$ cat config.mk
export PLATFORM = sky130hd
export DESIGN_NAME = seven_seg_scan_driver
export DESIGN_NICKNAME = d
export VERILOG_FILES = /design/src/rtl/seg_pkg.sv /design/src/rtl/seg_hex_decoder.sv /design/src/rtl/seven_seg_scan_driver.sv
export SDC_FILE = /design/constraint.sdc
export NUM_CORES = 1
export LEC_CHECK = 0
export ABC_AREA = 0
export BUFFER_PORTS_ARGS = -buffer_cell sky130_fd_sc_hd__buf_4
export CAP_MARGIN = 10
export CELL_PAD_IN_SITES_DETAIL_PLACEMENT = 1
export CELL_PAD_IN_SITES_GLOBAL_PLACEMENT = 1
export CORE_MARGIN = 2
export CORE_UTILIZATION = 40
export DETAILED_ROUTE_END_ITERATION = 8
export GPL_TIMING_DRIVEN = 0
export PLACE_DENSITY_LB_ADDON = 0.1
export SYNTH_ARGS = -nofsm -noshare
export SYNTH_HDL_FRONTEND = slang
export SYNTH_SLANG_ARGS = --single-unit
export TNS_END_PERCENT = 10
$ cat constraint.sdc
create_clock -name clock -period 3.9 [get_ports clock]
set_clock_uncertainty 0.2 [all_clocks]
set_input_delay 0.39 -clock clock [delete_from_list [all_inputs] [get_ports clock]]
set_output_delay 0.39 -clock clock [all_outputs]
set_load 0.01 [all_outputs]
$ cat src/rtl/seg_pkg.sv
// Shared types, constants and the hex font for the two-digit 7-segment scan driver.
package seg_pkg;

  typedef enum logic [1:0] {BLANK0, SHOW0, BLANK1, SHOW1} scan_state_t;

  typedef struct packed {
    logic [3:0] digit1;
    logic [3:0] digit0;
    logic       en1;
    logic       en0;
  } disp_cfg_t;

  localparam logic [6:0] SEG_OFF = 7'h7F;

  // Active-low segments, bit 6 = a ... bit 0 = g.
  function automatic logic [6:0] hex_to_seg(input logic [3:0] hex);
    logic [6:0] seg;
    case (hex)
      4'h0: seg = 7'h01;
      4'h1: seg = 7'h4F;
      4'h2: seg = 7'h12;
      4'h3: seg = 7'h06;
      4'h4: seg = 7'h4C;
      4'h5: seg = 7'h24;
      4'h6: seg = 7'h20;
      4'h7: seg = 7'h0F;
      4'h8: seg = 7'h00;
      4'h9: seg = 7'h04;
      4'hA: seg = 7'h08;
      4'hB: seg = 7'h60;
      4'hC: seg = 7'h31;
      4'hD: seg = 7'h42;
      4'hE: seg = 7'h30;
      default: seg = 7'h38;
    endcase
    return seg;
  endfunction

endpackage

$ cat src/rtl/seg_hex_decoder.sv
// Combinational hex-to-segment decoder shared by both digits.
module seg_hex_decoder
  import seg_pkg::*;
(
  input  logic [3:0] hex,
  output logic [6:0] seg
);

  assign seg = hex_to_seg(hex);

endmodule

$ cat src/rtl/seven_seg_scan_driver.sv
// Two-digit multiplexed 7-segment driver: BLANK0 -> SHOW0 -> BLANK1 -> SHOW1, with
// digit values latched into a shadow register and made active only at frame start.
module seven_seg_scan_driver
  import seg_pkg::*;
#(
  parameter int REFRESH_DIV  = 100000,
  parameter int BLANK_CYCLES = 1000
) (
  input  logic       clock,
  input  logic       reset_n,
  input  logic [3:0] digit0,
  input  logic [3:0] digit1,
  input  logic       en0,
  input  logic       en1,
  input  logic       load,
  output logic       a0,
  output logic       a1,
  output logic [6:0] cathode,
  output logic       frame_done
);

  localparam int MAX_LEN = (REFRESH_DIV > BLANK_CYCLES) ? REFRESH_DIV : BLANK_CYCLES;
  localparam int CW      = $clog2(MAX_LEN);
  localparam logic [CW-1:0] SHOW_LAST  = CW'(REFRESH_DIV - 1);
  localparam logic [CW-1:0] BLANK_LAST = CW'(BLANK_CYCLES - 1);

  if (REFRESH_DIV < 2 || BLANK_CYCLES < 1) begin : g_param_check
    $error("seven_seg_scan_driver: REFRESH_DIV must be >=2 and BLANK_CYCLES >=1");
  end

  scan_state_t state, state_nxt;
  logic [CW-1:0] cnt, cnt_nxt;
  disp_cfg_t shadow, shadow_nxt, active, active_nxt, load_cfg;
  logic at_end, lit0, lit1;
  logic [3:0] dec_hex;
  logic [6:0] dec_seg;

  seg_hex_decoder u_dec (
    .hex (dec_hex),
    .seg (dec_seg)
  );

  // Outputs are computed from next-state values so they change on the same edge as state.
  always_comb begin
    at_end = (state == SHOW0 || state == SHOW1) ? (cnt == SHOW_LAST) : (cnt == BLANK_LAST);
    cnt_nxt = at_end ? '0 : cnt + CW'(1);
    state_nxt = state;
    if (at_end) begin
      case (state)
        BLANK0:  state_nxt = SHOW0;
        SHOW0:   state_nxt = BLANK1;
        BLANK1:  state_nxt = SHOW1;
        default: state_nxt = BLANK0;
      endcase
    end
    load_cfg   = {digit1, digit0, en1, en0};
    shadow_nxt = load ? load_cfg : shadow;
    active_nxt = (at_end && state == SHOW1) ? shadow_nxt : active;
    lit0       = (state_nxt == SHOW0) && active_nxt.en0;
    lit1       = (state_nxt == SHOW1) && active_nxt.en1;
    dec_hex    = (state_nxt == SHOW1) ? active_nxt.digit1 : active_nxt.digit0;
  end

  always_ff @(posedge clock) begin
    if (!reset_n) begin
      state      <= BLANK0;
      cnt        <= '0;
      shadow     <= '0;
      active     <= '0;
      a0         <= 1'b1;
      a1         <= 1'b1;
      cathode    <= SEG_OFF;
      frame_done <= 1'b0;
    end else begin
      state      <= state_nxt;
      cnt        <= cnt_nxt;
      shadow     <= shadow_nxt;
      active     <= active_nxt;
      a0         <= !lit0;
      a1         <= !lit1;
      cathode    <= (lit0 || lit1) ? dec_seg : SEG_OFF;
      frame_done <= (state_nxt == SHOW1) && (cnt_nxt == SHOW_LAST);
    end
  end

endmodule

== Word-level counts from Yosys, hierarchy flattened ==
Memories as Yosys holds them, arrays and structs flattened. A register that Yosys moved wholly into a read port is not among the register bits.
Index checks and enable logic that the tools add are counted.

* Add/sub/neg operators: 1
* Equality and inequality tests: 8
* Mux-type cells: 7
* Reductions and logical operators: 11

{| class="wikitable"
|+ Operators by type and width
! kind !! number
|-
| 17-bit == test, second input constant || 2
|-
| 10-bit two-way mux || 2
|-
| 17-bit by 1-bit adder with 17-bit output, second input constant || 1
|-
| 17-bit by 10-bit == test with 1-bit output, second input constant || 1
|-
| 17-bit two-way mux || 1
|-
| 2-bit == test, second input constant || 3
|-
| 2-bit case mux with 3 select lines || 1
|-
| 2-bit by 1-bit == test with 1-bit output, second input constant || 2
|-
| 1-bit logical AND || 4
|-
| 4-bit two-way mux || 1
|-
| 1-bit zero test || 3
|-
| 2-bit zero test || 1
|-
| 1-bit logical OR || 2
|-
| 2-bit two-way mux || 1
|-
| 2-bit AND reduction || 1
|-
| 1-bit two-way mux || 1
|}

* Register bits: 42
* Memory bits (read-only): 112
* Input port bits: 13
* Output and inout bits: 10
* Word-level logic and storage cells: 41
* Memories kept: 1

{| class="wikitable"
|+ Memory list
! name !! depth !! width !! read ports !! clocked after Yosys merged registers in !! wr ports !! RTL line !! RTL
|-
| (no name shown) || 16 || 7 || 1 || 1 || 0 || seg_pkg.sv:18 || <nowiki>case (hex)</nowiki>
|}

== Logic depth before layout (Yosys ltp) ==
* Depth in word-level cells: 9
* Depth in mapped cells: 13
* Mapped depth without buffers: 13

== Hierarchy ==
From an unflattened synthesis, not the netlist that was laid out.

* Cell total of the unflattened synthesis: 290
* Area, all modules: 2663.8 um2

{| class="wikitable"
|+ Modules (own cells, without submodules)
! module !! instances !! cells each !! area an instance (um2) !! seq. area each (um2)
|-
| seven_seg_scan_driver || 1 || 258 || 2389.8 || 980.9
|-
| seg_hex_decoder || 1 || 32 || 274.0 || 0.0
|}

== Least setup slack after synthesis ==
OpenSTA, ideal clock, no wires.

* Kind: register to register
* Start point: register state[0]
* End point: register cathode[3]
* Library setup time: 134 ps
* Data arrival time: 3113 ps
* Data required time: 3566 ps
* Path slack: 453 ps
* Stages on the path, launching flop included: 12
* Buffers on the path: 0
* Clock period less this slack: 3447 ps
* Path through: dfxtp_1 or4b_4 mux2_4 nor3_1 nand2_2 o2bb2ai_1 inv_1 ha_1 inv_1 a221oi_1 a2111oi_0 a31oi_1

* Word-level cells in the longest chain between the ends: 9
* Elaborated cells between the ends (all ways): 18
* Classes of those cells: eq/ne: 5; mux: 5; reduce/logical: 8

{| class="wikitable"
|+ Ends and longest elaborated chain
! what !! RTL line !! RTL
|-
| start: declaration || seven_seg_scan_driver.sv:31 || <nowiki>scan_state_t state, state_nxt;</nowiki>
|-
| start signal: assignment || seven_seg_scan_driver.sv:75 || <nowiki>state <= state_nxt;</nowiki>
|-
| 2-bit by 1-bit == test with 1-bit output or 2-bit == test (tied branches) || seven_seg_scan_driver.sv:45, seven_seg_scan_driver.sv:49, seven_seg_scan_driver.sv:58 ||
|-
| 1-bit logical OR || seven_seg_scan_driver.sv:45 || <nowiki>at_end = (state == SHOW0 || state == SHOW1) ? (cnt == SHOW_LAST) : (cnt == BLANK_LAST);</nowiki>
|-
| 1-bit two-way mux || seven_seg_scan_driver.sv:45 ||
|-
| 2-bit two-way mux or 1-bit logical AND (tied branches) || seven_seg_scan_driver.sv:48, seven_seg_scan_driver.sv:58 ||
|-
| 2-bit by 1-bit == test with 1-bit output (tied with other cells) || seven_seg_scan_driver.sv:59 || <nowiki>lit0 = (state_nxt == SHOW0) && active_nxt.en0;</nowiki>
|-
| 1-bit logical AND (on tied branches) || seven_seg_scan_driver.sv:59, seven_seg_scan_driver.sv:60 ||
|-
| 1-bit logical OR || seven_seg_scan_driver.sv:81 || <nowiki>cathode <= (lit0 || lit1) ? dec_seg : SEG_OFF;</nowiki>
|-
| 2-bit AND reduction (no line) || -- ||
|-
| 1-bit zero test (no line) || -- ||
|-
| end: declaration || seven_seg_scan_driver.sv:18 || <nowiki>output logic [6:0] cathode,</nowiki>
|}

Parallel ways exist; a longest one is shown, timed or not.
A chain may end at the register's enable or synchronous reset.

== Worst setup path in the final report ==
* Start point: register cnt[10]
* End point: register cathode[3]

* Word-level cells in the longest chain between the ends: 8
* Elaborated cells between the ends (all ways): 14
* Classes of those cells: eq/ne: 4; mux: 4; reduce/logical: 6

{| class="wikitable"
|+ Ends and longest elaborated chain
! what !! RTL line !! RTL
|-
| start: declaration || seven_seg_scan_driver.sv:32 || <nowiki>logic [CW-1:0] cnt, cnt_nxt;</nowiki>
|-
| start signal: assignment || seven_seg_scan_driver.sv:76 || <nowiki>cnt <= cnt_nxt;</nowiki>
|-
| 17-bit by 10-bit == test with 1-bit output or 17-bit == test (tied branches) || seven_seg_scan_driver.sv:45 ||
|-
| 1-bit two-way mux * || seven_seg_scan_driver.sv:45 ||
|-
| 2-bit two-way mux or 1-bit logical AND (tied branches) || seven_seg_scan_driver.sv:48, seven_seg_scan_driver.sv:58 ||
|-
| 2-bit by 1-bit == test with 1-bit output (tied with other cells) || seven_seg_scan_driver.sv:59 ||
|-
| 1-bit logical AND (on tied branches) || seven_seg_scan_driver.sv:59, seven_seg_scan_driver.sv:60 ||
|-
| 1-bit logical OR || seven_seg_scan_driver.sv:81 ||
|-
| 2-bit AND reduction (no line) || -- ||
|-
| 1-bit zero test (no line) || -- ||
|}

Mark *: on every way between the ends. The rest lies on a longest branch, timed or not.

==> run_summary.xml <==
<?xml version="1.0" encoding="UTF-8"?>
<metrics>
  <group name="outcome">
    <metric name="status" unit="">finished clean</metric>
  </group>
  <group name="pwr">
    <metric name="power_density" unit="mW/mm^2">287</metric>
    <metric name="pwr-share-clk" unit="%">35.3</metric>
    <metric name="static-leakage-power" unit="nW">1.14</metric>
    <metric name="worst_ir_drop_vdd" unit="mV">0.178</metric>
    <metric name="internal_power" unit="W">0.000659</metric>
    <metric name="power.combinational.fraction" unit="%">6.0</metric>
    <metric name="switchingPower" unit="W">0.000214</metric>
    <metric name="pwr-share-seq" unit="%">58.7</metric>
    <metric name="post-layout-total-power" unit="W">0.000873</metric>
    <metric name="power.share.switching" unit="%">24.5</metric>
  </group>
  <group name="timing">
    <metric name="timing.slew.headroom" unit="%">37.3</metric>
    <metric name="maxSlewViolCount" unit="">0</metric>
    <metric name="setup_repair_after_global_routing_missed_its_margin" unit="">false</metric>
    <metric name="max_freq" unit="MHz">272</metric>
    <metric name="timing.final.setup_violations" unit="">0</metric>
    <metric name="report.final.hold_viol_count" unit="">0</metric>
    <metric name="final_sum_of_negative_setup_slack" unit="ps">0</metric>
    <metric name="postLayoutSetupSlackWorst" unit="ps">223</metric>
    <metric name="timing_worst_slew_pin_value" unit="ps">938</metric>
    <metric name="finalWorstPathRequiredPeriod" unit="ps">3680</metric>
    <metric name="min_period_over_period" unit="%">94.3</metric>
  </group>
  <group name="worst_setup_path">
    <metric name="timing.setup.critical_path_class" unit="">flip-flop to flip-flop</metric>
    <metric name="reg2reg_to" unit="">cathode[3]$_SDFF_PN1_</metric>
    <metric name="worst-r2r-setup-slack" unit="ps">220</metric>
    <metric name="critical_path_required" unit="ps">3890</metric>
    <metric name="crit_path_max_fanout" unit="">8</metric>
    <metric name="timing.critical_path.to_type" unit="">flip-flop</metric>
    <metric name="crit_path_start_kind" unit="">flip-flop</metric>
    <metric name="reg2regPathDepth" unit="">12</metric>
    <metric name="timing.rr.start" unit="">cnt[10]$_SDFF_PN0_</metric>
    <metric name="startpoint" unit="">cnt[10]$_SDFF_PN0_</metric>
    <metric name="worst_ep_arrival_time" unit="ps">3660</metric>
  </group>
  <group name="clock_tree">
    <metric name="tritoncts.num_buffers" unit="">5</metric>
    <metric name="max-clock-path-buffers" unit="">2</metric>
    <metric name="postCtsSetupRepairBufs" unit="">0</metric>
    <metric name="buffer_type_at_the_clock_tree_root" unit="">clkbuf_8</metric>
    <metric name="cts_tree" unit="">done</metric>
    <metric name="clk_transition_reported_paths" unit="ps">90</metric>
    <metric name="clock_tree.htree_level_count" unit="">2</metric>
    <metric name="clk-insertion-delay-late" unit="ps">310</metric>
    <metric name="cts_num_sinks" unit="">49</metric>
  </group>
  <group name="logic_synthesis">
    <metric name="synth_cells" unit="">279</metric>
    <metric name="synth.net_count" unit="">303</metric>
    <metric name="synth-main-ff-cell" unit="">dfxtp_1</metric>
    <metric name="complex_gate_fraction_of_the_synthesized_area" unit="%">14.7</metric>
    <metric name="synth-xor-area-share" unit="%">6.29</metric>
    <metric name="synth.cell_area" unit="mm^2">0.00265</metric>
    <metric name="seq_area_frac_synth" unit="%">37.1</metric>
    <metric name="main_combinational_cell_family_by_area_after_synthesis" unit="">simple AND/OR/NAND/NOR gates</metric>
    <metric name="yosysWarnings" unit="">0</metric>
    <metric name="synth.mux.area_fraction" unit="%">11.8</metric>
    <metric name="synth-async-reset-ratio" unit="%">0</metric>
    <metric name="simple_gate_share_of_the_synthesized_area" unit="%">21.1</metric>
    <metric name="number_of_distinct_library_cells_after_synthesis" unit="">60</metric>
    <metric name="syn-mean-instance-area" unit="um^2">9.48</metric>
    <metric name="yosys_register_bits" unit="">49</metric>
    <metric name="synth_adder_area_share" unit="%">5.20</metric>
    <metric name="synth_enable_flop_cells" unit="">0</metric>
  </group>
  <group name="detailed_routing">
    <metric name="vias" unit="">2137</metric>
    <metric name="routed_wirelength" unit="um">6110</metric>
    <metric name="detailedRoute.firstIterationViolations" unit="">85</metric>
    <metric name="route.detailed.wl_per_inst" unit="um">15.8</metric>
    <metric name="drtPass1Iterations" unit="">4</metric>
    <metric name="drc_errors" unit="">0</metric>
    <metric name="detail-route-antenna-nets" unit="">0</metric>
    <metric name="vias_per_cell" unit="">5.54</metric>
  </group>
  <group name="place">
    <metric name="finalWeightedCongestion" unit="">0.783</metric>
    <metric name="detailed_place.area" unit="mm^2">0.00291</metric>
    <metric name="pre_cts_slack" unit="ps">-329</metric>
    <metric name="port_buffers" unit="">22</metric>
    <metric name="dp_hpwl" unit="um">4670</metric>
  </group>
  <group name="layout">
    <metric name="post_route_cells_drive_above_1_share" unit="%">20.4</metric>
    <metric name="finalNetCount" unit="">332</metric>
    <metric name="layout.area.seq" unit="um^2">982</metric>
    <metric name="finish.utilization" unit="%">47.6</metric>
    <metric name="filler_cell_count" unit="">759</metric>
    <metric name="fin_area" unit="mm^2">0.00304</metric>
    <metric name="antennaDiodeCount" unit="">0</metric>
    <metric name="area_delta_synth_final" unit="%">15.0</metric>
    <metric name="multi_input_area" unit="mm^2">0.00161</metric>
  </group>
  <group name="floorplan">
    <metric name="ioPinCount" unit="">23</metric>
    <metric name="std_cell_rows" unit="">29</metric>
    <metric name="die-area" unit="mm^2">0.00728</metric>
    <metric name="starting_density_of_the_core" unit="%">41.4</metric>
    <metric name="fp.dieH" unit="um">85.3</metric>
    <metric name="fp.coreArea" unit="mm^2">0.00639</metric>
    <metric name="die_w" unit="um">85.3</metric>
  </group>
  <group name="global_route">
    <metric name="first_pass_grt_wire_length" unit="um">10300</metric>
    <metric name="maximum_number_of_pins_on_one_net_before_global_route_repair" unit="">17</metric>
    <metric name="globalRoute.totalOverflow" unit="">0</metric>
    <metric name="number_of_antenna_violations_at_the_first_check_in_global_routing" unit="">0</metric>
    <metric name="number_of_global_route_vias_before_repair" unit="">2152</metric>
    <metric name="globalRouteTotalUtil" unit="%">17.7</metric>
  </group>
  <group name="run">
    <metric name="max_cap_violations" unit="">0</metric>
  </group>
  <group name="min_path">
    <metric name="hold_end" unit="">cnt[2]$_SDFF_PN0_</metric>
    <metric name="hold-path-cell-count" unit="">2</metric>
    <metric name="hold_path.class" unit="">input pin to flip-flop</metric>
    <metric name="hold_path_startpoint" unit="">reset_n</metric>
  </group>
</metrics>
## worst max-delay path: stages (launching register included)
cell	delay, ps
dfxtp_1	320
buf_6	130
or4b_4	510
mux2_4	340
or4_4	590
a31oi_1	220
o2bb2ai_2	230
inv_1	150
ha_1	280
inv_1	90
a221oi_1	60
a2111oi_2	380
a31oi_1	80
## final cells by class
type                       instances  share of cell area [%]
buffer                            12                    2.06
clock buffer                       5                    2.26
clock inverter                     3                   0.699
inverter                          10                    1.23
multi-input combinational        208                    52.9
sequential                        49                    32.3
tap                               77                    3.17
timing repair buffer              22                    5.43
## cells by family after synthesis
logic type                 after synthesis
xor gates and xnor gates                19
muxes                                   30
buffers and inverters                   22
AOI/OAI and AO/OA                       47
DFF                                     49
adders and majority gates               11
and+or+nand+nor                        101
## flip-flops by register name, summed over array words and instances, names as in the netlist
register / cells
a1: 1
active: 10
a0: 1
shadow: 10
cathode: 7
frame_done: 1
cnt: 17
state: 2
## power by group through the flow
stage          Clock (W)  Sequential [W]  Combinational (W)
5_1_grt         0.000341        0.000514          0.0000594
3_3_place_gp           0        0.000524          0.0000519
6_report        0.000308        0.000512          0.0000523
4_1_cts         0.000317        0.000513          0.0000534
2_1_floorplan          0        0.000523          0.0000325
3_5_place_dp           0        0.000524          0.0000529
## cell usage after synthesis (all sizes together) (2+ instances only)
cell type | n | area (um^2)
a211oi | 11 | 82.6
a21oi | 2 | 10.0
a221o | 2 | 20.0
a31oi | 7 | 50.1
a41oi | 2 | 17.5
and4 | 5 | 47.6
buf | 7 | 43.8
clkbuf | 5 | 18.8
dfxtp | 49 | 981
ha | 11 | 138
inv | 10 | 37.5
mux2 | 7 | 82.6
mux2i | 23 | 230
nand2 | 13 | 51.3
nand2b | 8 | 50.1
nand3 | 7 | 35.0
nand4 | 4 | 40.0
nor2 | 43 | 161
nor3 | 5 | 25.0
nor3b | 2 | 15.0
nor4 | 4 | 40.0
o21ai | 5 | 25.0
o22ai | 3 | 18.8
o2bb2ai | 3 | 51.3
o311ai | 2 | 25.0
or4b | 2 | 23.8
xnor2 | 7 | 61.3
xor2 | 12 | 105
## metrics by stage
step / hold slack [ps] / instances
2_1_floorplan: 225 / 279
3_3_place_gp: 241 / 378
3_5_place_dp: 253 / 378
4_1_cts: 114 / 386
5_1_grt: 129 / 386
6_report: 118 / 386
## placed cells by master, fill, tap and decap left out, types with 4 or more instances in the layout
cell type / netlist / layout
a211oi_1: 11 / 11
a31oi_1: 6 / 6
buf_4: 2 / 24
clkbuf_1: 5 / 5
clkbuf_8: 0 / 5
dfxtp_1: 49 / 48
ha_1: 11 / 11
inv_1: 10 / 10
mux2_2: 6 / 6
mux2i_1: 23 / 23
nand2_1: 12 / 12
nand2b_1: 8 / 8
nand3_1: 7 / 7
nor2_1: 43 / 43
nor3_1: 5 / 4
xnor2_1: 7 / 7
xor2_1: 12 / 12
## worst max-delay path by stage
stage               slack (ps)  depth (start not counted)               endpoint
global route                20                         12  cathode[3]$_SDFF_PN1_
finish                     220                         12  cathode[3]$_SDFF_PN1_
floorplan                  450                         11  cathode[3]$_SDFF_PN1_
global placement          -270                         12  cathode[3]$_SDFF_PN1_
CTS                         10                         12  cathode[3]$_SDFF_PN1_
detailed placement        -330                         12  cathode[3]$_SDFF_PN1_
## repair_timing
item,in CTS,in global routing
pin swaps,0,0
endpoints found under the setup margin,3,3
gates cloned,0,0
gates resized for setup,3,6
hold buffers,0,0
## layer usage
layer	wire length (um)	vias to the layer above	part of all wire (%)	track usage [%]
li1	-	1071	-	-
met1	2710	1032	44	20.5
met2	3170	28	52	33.3
met3	154	6	2.5	2.63
met4	75	0	1.2	5.19
met5	0	-	0	0
Power figures use the tool's default switching activity.
